**config.mk**
```make
export PLATFORM = sky130hd
export DESIGN_NAME = shift_pipe_ctrl
export DESIGN_NICKNAME = d
export VERILOG_FILES = /design/src/rtl/shift_pipe_ctrl.sv
export SDC_FILE = /design/constraint.sdc
export NUM_CORES = 1
export LEC_CHECK = 0
export CORE_UTILIZATION = 45
export CTS_BUF_LIST = sky130_fd_sc_hd__clkbuf_2
export CTS_CLUSTER_SIZE = 16
export DETAILED_ROUTE_END_ITERATION = 8
export PLACE_DENSITY = 0.78
export SLEW_MARGIN = 10
export SYNTH_ARGS = -nofsm -noshare
export SYNTH_HDL_FRONTEND = slang
export SYNTH_SLANG_ARGS = --single-unit
```
**constraint.sdc**
```tcl
create_clock -name Clk -period 1.3 [get_ports Clk]
set_input_delay 0.26 -clock Clk [delete_from_list [all_inputs] [get_ports Clk]]
set_output_delay 0.26 -clock Clk [all_outputs]
set_load 0.03 [all_outputs]
```
**src/rtl/shift_pipe_ctrl.sv**
```systemverilog
// rtl/shift_pipe_ctrl.sv - valid/ready flow controller around an M-deep rigid shift pipeline
// Optional words_out transfer counter is enabled by SHIFT_PIPE_CTRL_CNT_EN.
module shift_pipe_ctrl #(
  parameter int N = 4,
  parameter int M = 2
) (
  input  logic                     Clk,
  input  logic                     Clr_n,
  input  logic                     in_valid,
  output logic                     in_ready,
  input  logic [N-1:0]             in_data,
  output logic                     out_valid,
  input  logic                     out_ready,
  output logic [N-1:0]             out_data,
  input  logic                     drain,
  input  logic                     flush,
  output logic [$clog2(M+1)-1:0]   count,
  output logic                     busy
`ifdef SHIFT_PIPE_CTRL_CNT_EN
  ,
  output logic [15:0]              words_out
`endif
);

  localparam int CW = $clog2(M+1);

  typedef enum logic [1:0] {
    IDLE  = 2'd0,
    RUN   = 2'd1,
    DRAIN = 2'd2,
    FLUSH = 2'd3
  } state_t;

  state_t         state;
  state_t         state_next;
  logic [N-1:0]   stage [M];
  logic [M-1:0]   vld;
  logic [CW-1:0]  count_next;
  logic           stall;
  logic           flushing;
  logic           accept;
  logic           bubble;
  logic           advance;
  logic           retire;

  // Flush blocks movement both on the pulse edge and during the FLUSH cycle.
  assign stall     = vld[M-1] & ~out_ready;
  assign flushing  = flush | (state == FLUSH);
  assign in_ready  = ~stall & ~flushing;
  assign accept    = in_valid & in_ready;
  assign bubble    = drain & ~in_valid & (count != '0) & ~stall & ~flushing;
  assign advance   = accept | bubble;
  assign retire    = vld[M-1] & advance;

  assign out_valid = vld[M-1] & ~flush;
  assign out_data  = stage[M-1];
  assign busy      = (state != IDLE);

  always_comb begin
    count_next = count;
    if (flush)
      count_next = '0;
    else if (accept && !retire)
      count_next = count + 1'b1;
    else if (!accept && retire)
      count_next = count - 1'b1;
  end

  always_comb begin
    state_next = state;
    case (state)
      IDLE:    if (accept) state_next = RUN;
      RUN:     if (drain && !in_valid) state_next = DRAIN;
      DRAIN: begin
        if (accept)
          state_next = RUN;
        else if (count_next == '0)
          state_next = IDLE;
      end
      FLUSH:   state_next = IDLE;
      default: state_next = IDLE;
    endcase
    if (flush)
      state_next = FLUSH;
  end

  // Stage data survives a flush; only the valid bits are dropped.
  always_ff @(posedge Clk or negedge Clr_n) begin
    if (!Clr_n) begin
      state <= IDLE;
      count <= '0;
      vld   <= '0;
      for (int k = 0; k < M; k++)
        stage[k] <= '0;
    end else begin
      state <= state_next;
      count <= count_next;
      if (flush) begin
        vld <= '0;
      end else if (advance) begin
        vld[0]   <= accept;
        stage[0] <= in_data;
        for (int k = 1; k < M; k++) begin
          vld[k]   <= vld[k-1];
          stage[k] <= stage[k-1];
        end
      end
    end
  end

`ifdef SHIFT_PIPE_CTRL_CNT_EN
  logic [15:0] words_cnt;

  always_ff @(posedge Clk or negedge Clr_n) begin
    if (!Clr_n)
      words_cnt <= '0;
    else if (out_valid && out_ready && (words_cnt != 16'hFFFF))
      words_cnt <= words_cnt + 16'd1;
  end

  assign words_out = words_cnt;
`endif

endmodule

```
Word-level counts from Yosys, hierarchy flattened
Index checks and enable logic that the tools add are counted.
- flip-flop bits (word level): 14
- bits in writable memories: 0
- bits in latches: 0
- ROM bits: 0
- output and inout port bits: 9
- logic and storage cells: 53
- memories: 0
- input bits: 10
- multiply operators: 0
- reductions and logical operators: 13
- bitwise logic cells: 16
- shifts and indexed selects: 0
- order comparisons: 0
- eq/ne operators: 6
- mux-type cells: 11
- add/subtract/negate cells: 2
- divide/modulo/power cells: 0
- operator list (kind ; count):
    2-to-1 mux 2 bit ; 10
    bitwise AND 1 bit ; 9
    one-hot mux 2 bit (4 select lines) ; 1
    != test 3 bit (second input constant) ; 2
    nonzero test 2 bit ; 3
    NOT 1 bit ; 5
    equality test 2 bit (second input constant) ; 2
    zero test 2 bit ; 2
    != test 4 bit (second input constant) ; 1
    logical AND 1 bit ; 3
    zero test 1 bit ; 3
    AND reduction 3 bit ; 1
    adder 2 x 1 -> 2 bit (second input constant) ; 1
    equality test 2 x 1 -> 1 bit (second input constant) ; 1
    OR 1 bit ; 2
    AND reduction 2 bit ; 1
    subtractor 2 x 1 -> 2 bit (second input constant) ; 1

Depth between registers and ports, before layout
- depth after elaboration: 16
- mapped depth: 6
- depth with buffers taken out: 6

Worst setup path after synthesis
Ideal clock, no wire load.
- path type: register to register
- from: register count[0]
- to: register state[1]
- buffers on the path: 0
- stages on the path, launching flop included: 7
- required time: 1.217 ns
- arrival: 1.524 ns
- library setup time: 0.083 ns
- path slack: -0.306 ns
- period minus slack after synthesis: 1.606 ns
- path through: dfrtp_1 -> inv_1 -> ha_1 -> and4bb_2 -> a221oi_2 -> and2_1 -> o21ai_0
- cells in the longest elaborated chain, start to end: 13
- elaborated cells between the ends (all ways): 17
- classes of those cells: add/sub: 2; eq/ne: 1; mux: 3; bitwise: 5; reduce/logical: 6
- ends and longest elaborated chain (what ; RTL line ; RTL):
    from (decl) ; 17 ; output logic [$clog2(M+1)-1:0] count,
    from (signal assigned) ; 97 ; count <= count_next;
    nonzero test 2 bit ; 51 ; assign bubble = drain & ~in_valid & (count != '0) & ~stall & ~flushing;
    bitwise AND 1 bit (3 in a row) ; 51 ;
    OR 1 bit ; 52 ; assign advance = accept | bubble;
    bitwise AND 1 bit ; 53 ; assign retire = vld[M-1] & advance;
    logical AND 1 bit / zero test 1 bit (equally long branches) ; 65, 63 ;
    2-to-1 mux 2 bit / logical AND 1 bit (equally long branches) ; 65, 63 ;
    2-to-1 mux 2 bit * ; 63 ; else if (accept && !retire)
    2-to-1 mux 2 bit * ; 61 ; if (flush)
    zero test 2 bit * ; 77 ; else if (count_next == '0)
    != test 4 bit (no source line) * ; - ;
    AND reduction 3 bit (no source line) * ; - ;
    to (signal assigned) ; 96 ; state <= state_next;
    to (decl) ; 34 ; state_t state;
Mark *: on every way between the ends. The rest lies on a longest branch, timed or not.
A chain may end at the register's enable or synchronous reset.

Worst setup path after layout
- from: register state[1]
- to: output in_ready
- cells in the longest elaborated chain, start to end: 4
- ends and longest elaborated chain (what ; RTL line ; RTL):
    equality test 2 bit ; 48 ; assign flushing = flush | (state == FLUSH);
    OR 1 bit ; 48 ;
    NOT 1 bit ; 49 ; assign in_ready = ~stall & ~flushing;
    bitwise AND 1 bit ; 49 ;
    to (decl) ; 10 ; output logic in_ready,
Every way passes these cells.

==> impl_metrics.tcl <==
set metrics [dict create \
    p_total_mw 1.51 \
    drc 0 \
    drtAntennaViolNets 0 \
    synth_edf_count 0 \
    ioPinCount 19 \
    power.switching_mw 0.549 \
    startpoint_type "flip-flop" \
    cts_buffer_depth 2 \
    vias 644 \
    maxCapViolCount 0 \
    timing.critical_path.mode_cell "buf_6" \
    combPwrFrac_pct 46.7 \
    period_share_pct 123 \
    die-area_um2 1850 \
    multiInputGateArea_um2 429 \
    synth_top_area_share_pct 46.4 \
    grt_max_degree 15 \
    synth.most_common_cell "dfrtp_1" \
    worst_slew_margin_rel_pct 81.2 \
    grt_pass1_wl_um 3350 \
    post_synth.cell_area_avg_um2 11.5 \
    nNetsFinal 119 \
    root_buffer "clkbuf_2" \
    numCtsBuffers 3 \
    die-width_um 43.0 \
    slew_viol_final 0 \
    synthTopCellsByCount "14 x dfrtp_1, 9 x mux2_2, 5 x buf_4" \
    setup_viol 15 \
    start_util_pct 49.0 \
    r2r_slack_ps -210 \
    setup-tns-final_ps -2350 \
    arrival_ps 1340 \
    r2r-end "state[1]$_DFFE_PN0P_" \
    violations "negative setup slack" \
    vdd_drop_max_mv 1.01 \
    critPathKind "flip-flop to output pin" \
    p_seq_share_pct 40.5 \
    wl_um 1860 \
    power_density_nw_per_um2 1270 \
    synth_area_leaders "dfrtp_1 46%, mux2_2 13%, buf_4 5.0%" \
    fin_skew_ps 9.09 \
    ys_ff_latch 14 \
    tightest_slew_ps 282 \
    fin_worst_hold_slack_ps 283 \
    synth_fp_nets 77 \
    total_leakage_power_nw 0.534 \
    yosys_warnings 0 \
    clock_latency_ps 270 \
    drtIter0Drc 4 \
    period_needed_ps 1600 \
    drt_pass1_iterations 3 \
    layout.area.seq_um2 353 \
    min_path_type "primary input to asynchronous set/reset pin" \
    gr-usage-all-layers_pct 24.6 \
    cp.required_ps 1040 \
    vias_per_cell 5.24 \
    diodes 0 \
    place_hpwl_um 1180 \
    portBuffers 18 \
    tritoncts "built" \
    overflow 0 \
    timing.fmax_ghz 0.625 \
    clkTransAtPathRegs_ps 130 \
    core-area_um2 1540 \
    switching_share_pct 36.5 \
    finalHoldViolCount 0 \
    ctsHtreeMaxLevel 1 \
    r2r_start "count[0]$_DFF_PN0_" \
    die_y_um 43.0 \
    path_cells "buf_6 -> and2_4 -> nor3_4 -> buf_4 -> buf_6" \
    critPathCaptureType "output pin" \
    r2r_cells 6 \
    drive_gt1_share_pct 59.8 \
    seq_area_frac_synth_pct 46.4 \
    cp_slowest_cell "dfrtp_1" \
    rsz0062_at_grt "true" \
    grt_pass1_vias 749 \
    ys.flop_type "dfrtp_1" \
    crit_path_max_fanout 2 \
    routedWlPerCell_um 15.1 \
    status "finished, violations left" \
    antenna_found_initial 0 \
    clkPwrFrac_pct 12.9 \
    routabilityCongestion 0.794 \
    nFillCells 102 \
    synthArstFlopShare_pct 100 \
    cts.hold.buffers_added 0 \
    synth_cell_types 30 \
    syn2layout_area_growth_pct 57.0 \
    setup_slack_ps -300 \
    placementRows 14 \
    synth_area_um2 756 \
    cp_slowest_stage_delay_ps 410 \
    cts_sinks 14 \
    syn-instance-count 66 \
    p_int_mw 0.958 \
    yosysTopAreaCell "dfrtp_1" \
]
## timing repair
action                     CTS  global route
hold endpoints to repair     0             0
buffers inserted            12             1
gates resized for setup     28            19
pin swaps                   12             3
cloned                       1             0
setup endpoints to repair   19            23
## layout by cell type (no fill, tap or decap), types with 2 or more instances in the layout
cell type        count
dfrtp_2              2
buf_6               10
dlygate4sd2_1        2
nand3_1              2
o21ai_4              2
mux2_2               8
and2_4               2
clkbuf_2             7
clkdlybuf4s50_1      7
nor3b_1              2
dfrtp_1             12
nor2_1               4
buf_4               18
nor2b_4              2
nand2_1              3
## stage by stage
step | util, % | cells | area (µm²) | setup slack [ps]
after detailed placement | 67.0 | 109 | 1030 | -391
after CTS | 77.2 | 124 | 1190 | -284
after global placement | 67.0 | 109 | 1030 | -368
final | 76.9 | 123 | 1190 | -300
after floorplan | - | 66 | 776 | -237
after global routing | 76.9 | 123 | 1190 | -373
## power groups by stage
stage	combinational [mW]	clock, mW	sequential [mW]
2_1_floorplan	0.461	0	0.624
3_3_place_gp	0.647	0	0.611
3_5_place_dp	0.657	0	0.616
4_1_cts	0.701	0.202	0.607
5_1_grt	0.747	0.229	0.628
6_report	0.703	0.194	0.610
## registers in the layout, indices dropped and copies added, names as in the netlist
name / count
state: 2
stage: 4
out_data: 4
count: 2
vld: 2
## critical path, delay by kind of cell, from the launching register on
| kind | cells | cell delay [ps] |
|---|---|---|
| buffers and inverters | 3 | 380 |
| AND/OR/NAND/NOR | 2 | 290 |
| flip-flops | 1 | 410 |
## kinds of logic (layout without fill, tap and decap cells)
kind of cell / after synthesis / count (layout) / share of synthesized area, %
and+or+nand+nor: 25 / 25 / 21.4
DFF: 14 / 14 / 46.4
AOI/OAI and AO/OA: 9 / 10 / 10.1
muxes: 9 / 9 / 13.4
buffers and inverters: 7 / 47 / 5.96
adders and majority gates: 1 / 1 / 1.66
xor gates and xnor gates: 1 / 1 / 1.16
## layer usage
layer  vias to the layer above  global-route usage, %  part of all wire, %  wire length [µm]
met5                         -                      0                    0                 0
met4                         0                   7.88                 0.75                14
li1                        313                      -                    -                 -
met1                       314                   29.1                   42               783
met3                         2                   5.53                  4.1                76
met2                        15                   43.9                   53               986
## worst max path at each step
stage                         start                 endpoint  cells past startpoint
2_1_floorplan  state[0]$_DFFE_PN0P_  out_data[0]$_DFFE_PN0P_                      4
3_3_place_gp              out_ready  out_data[2]$_DFFE_PN0P_                      5
3_5_place_dp              out_ready       vld[1]$_DFFE_PN0P_                      5
4_1_cts        state[1]$_DFFE_PN0P_                 in_ready                      5
5_1_grt        state[1]$_DFFE_PN0P_                 in_ready                      5
6_report       state[1]$_DFFE_PN0P_                 in_ready                      5
## layout make-up
class / instances / area share, %
clock buffer: 3 / 1.27
clock inverter: 1 / 0.316
inverter: 2 / 0.844
timing repair buffer: 41 / 30.0
sequential: 14 / 29.7
multi-input combinational: 46 / 36.2
tap: 16 / 1.69
Note: power is estimated with default switching activity, not from simulation.
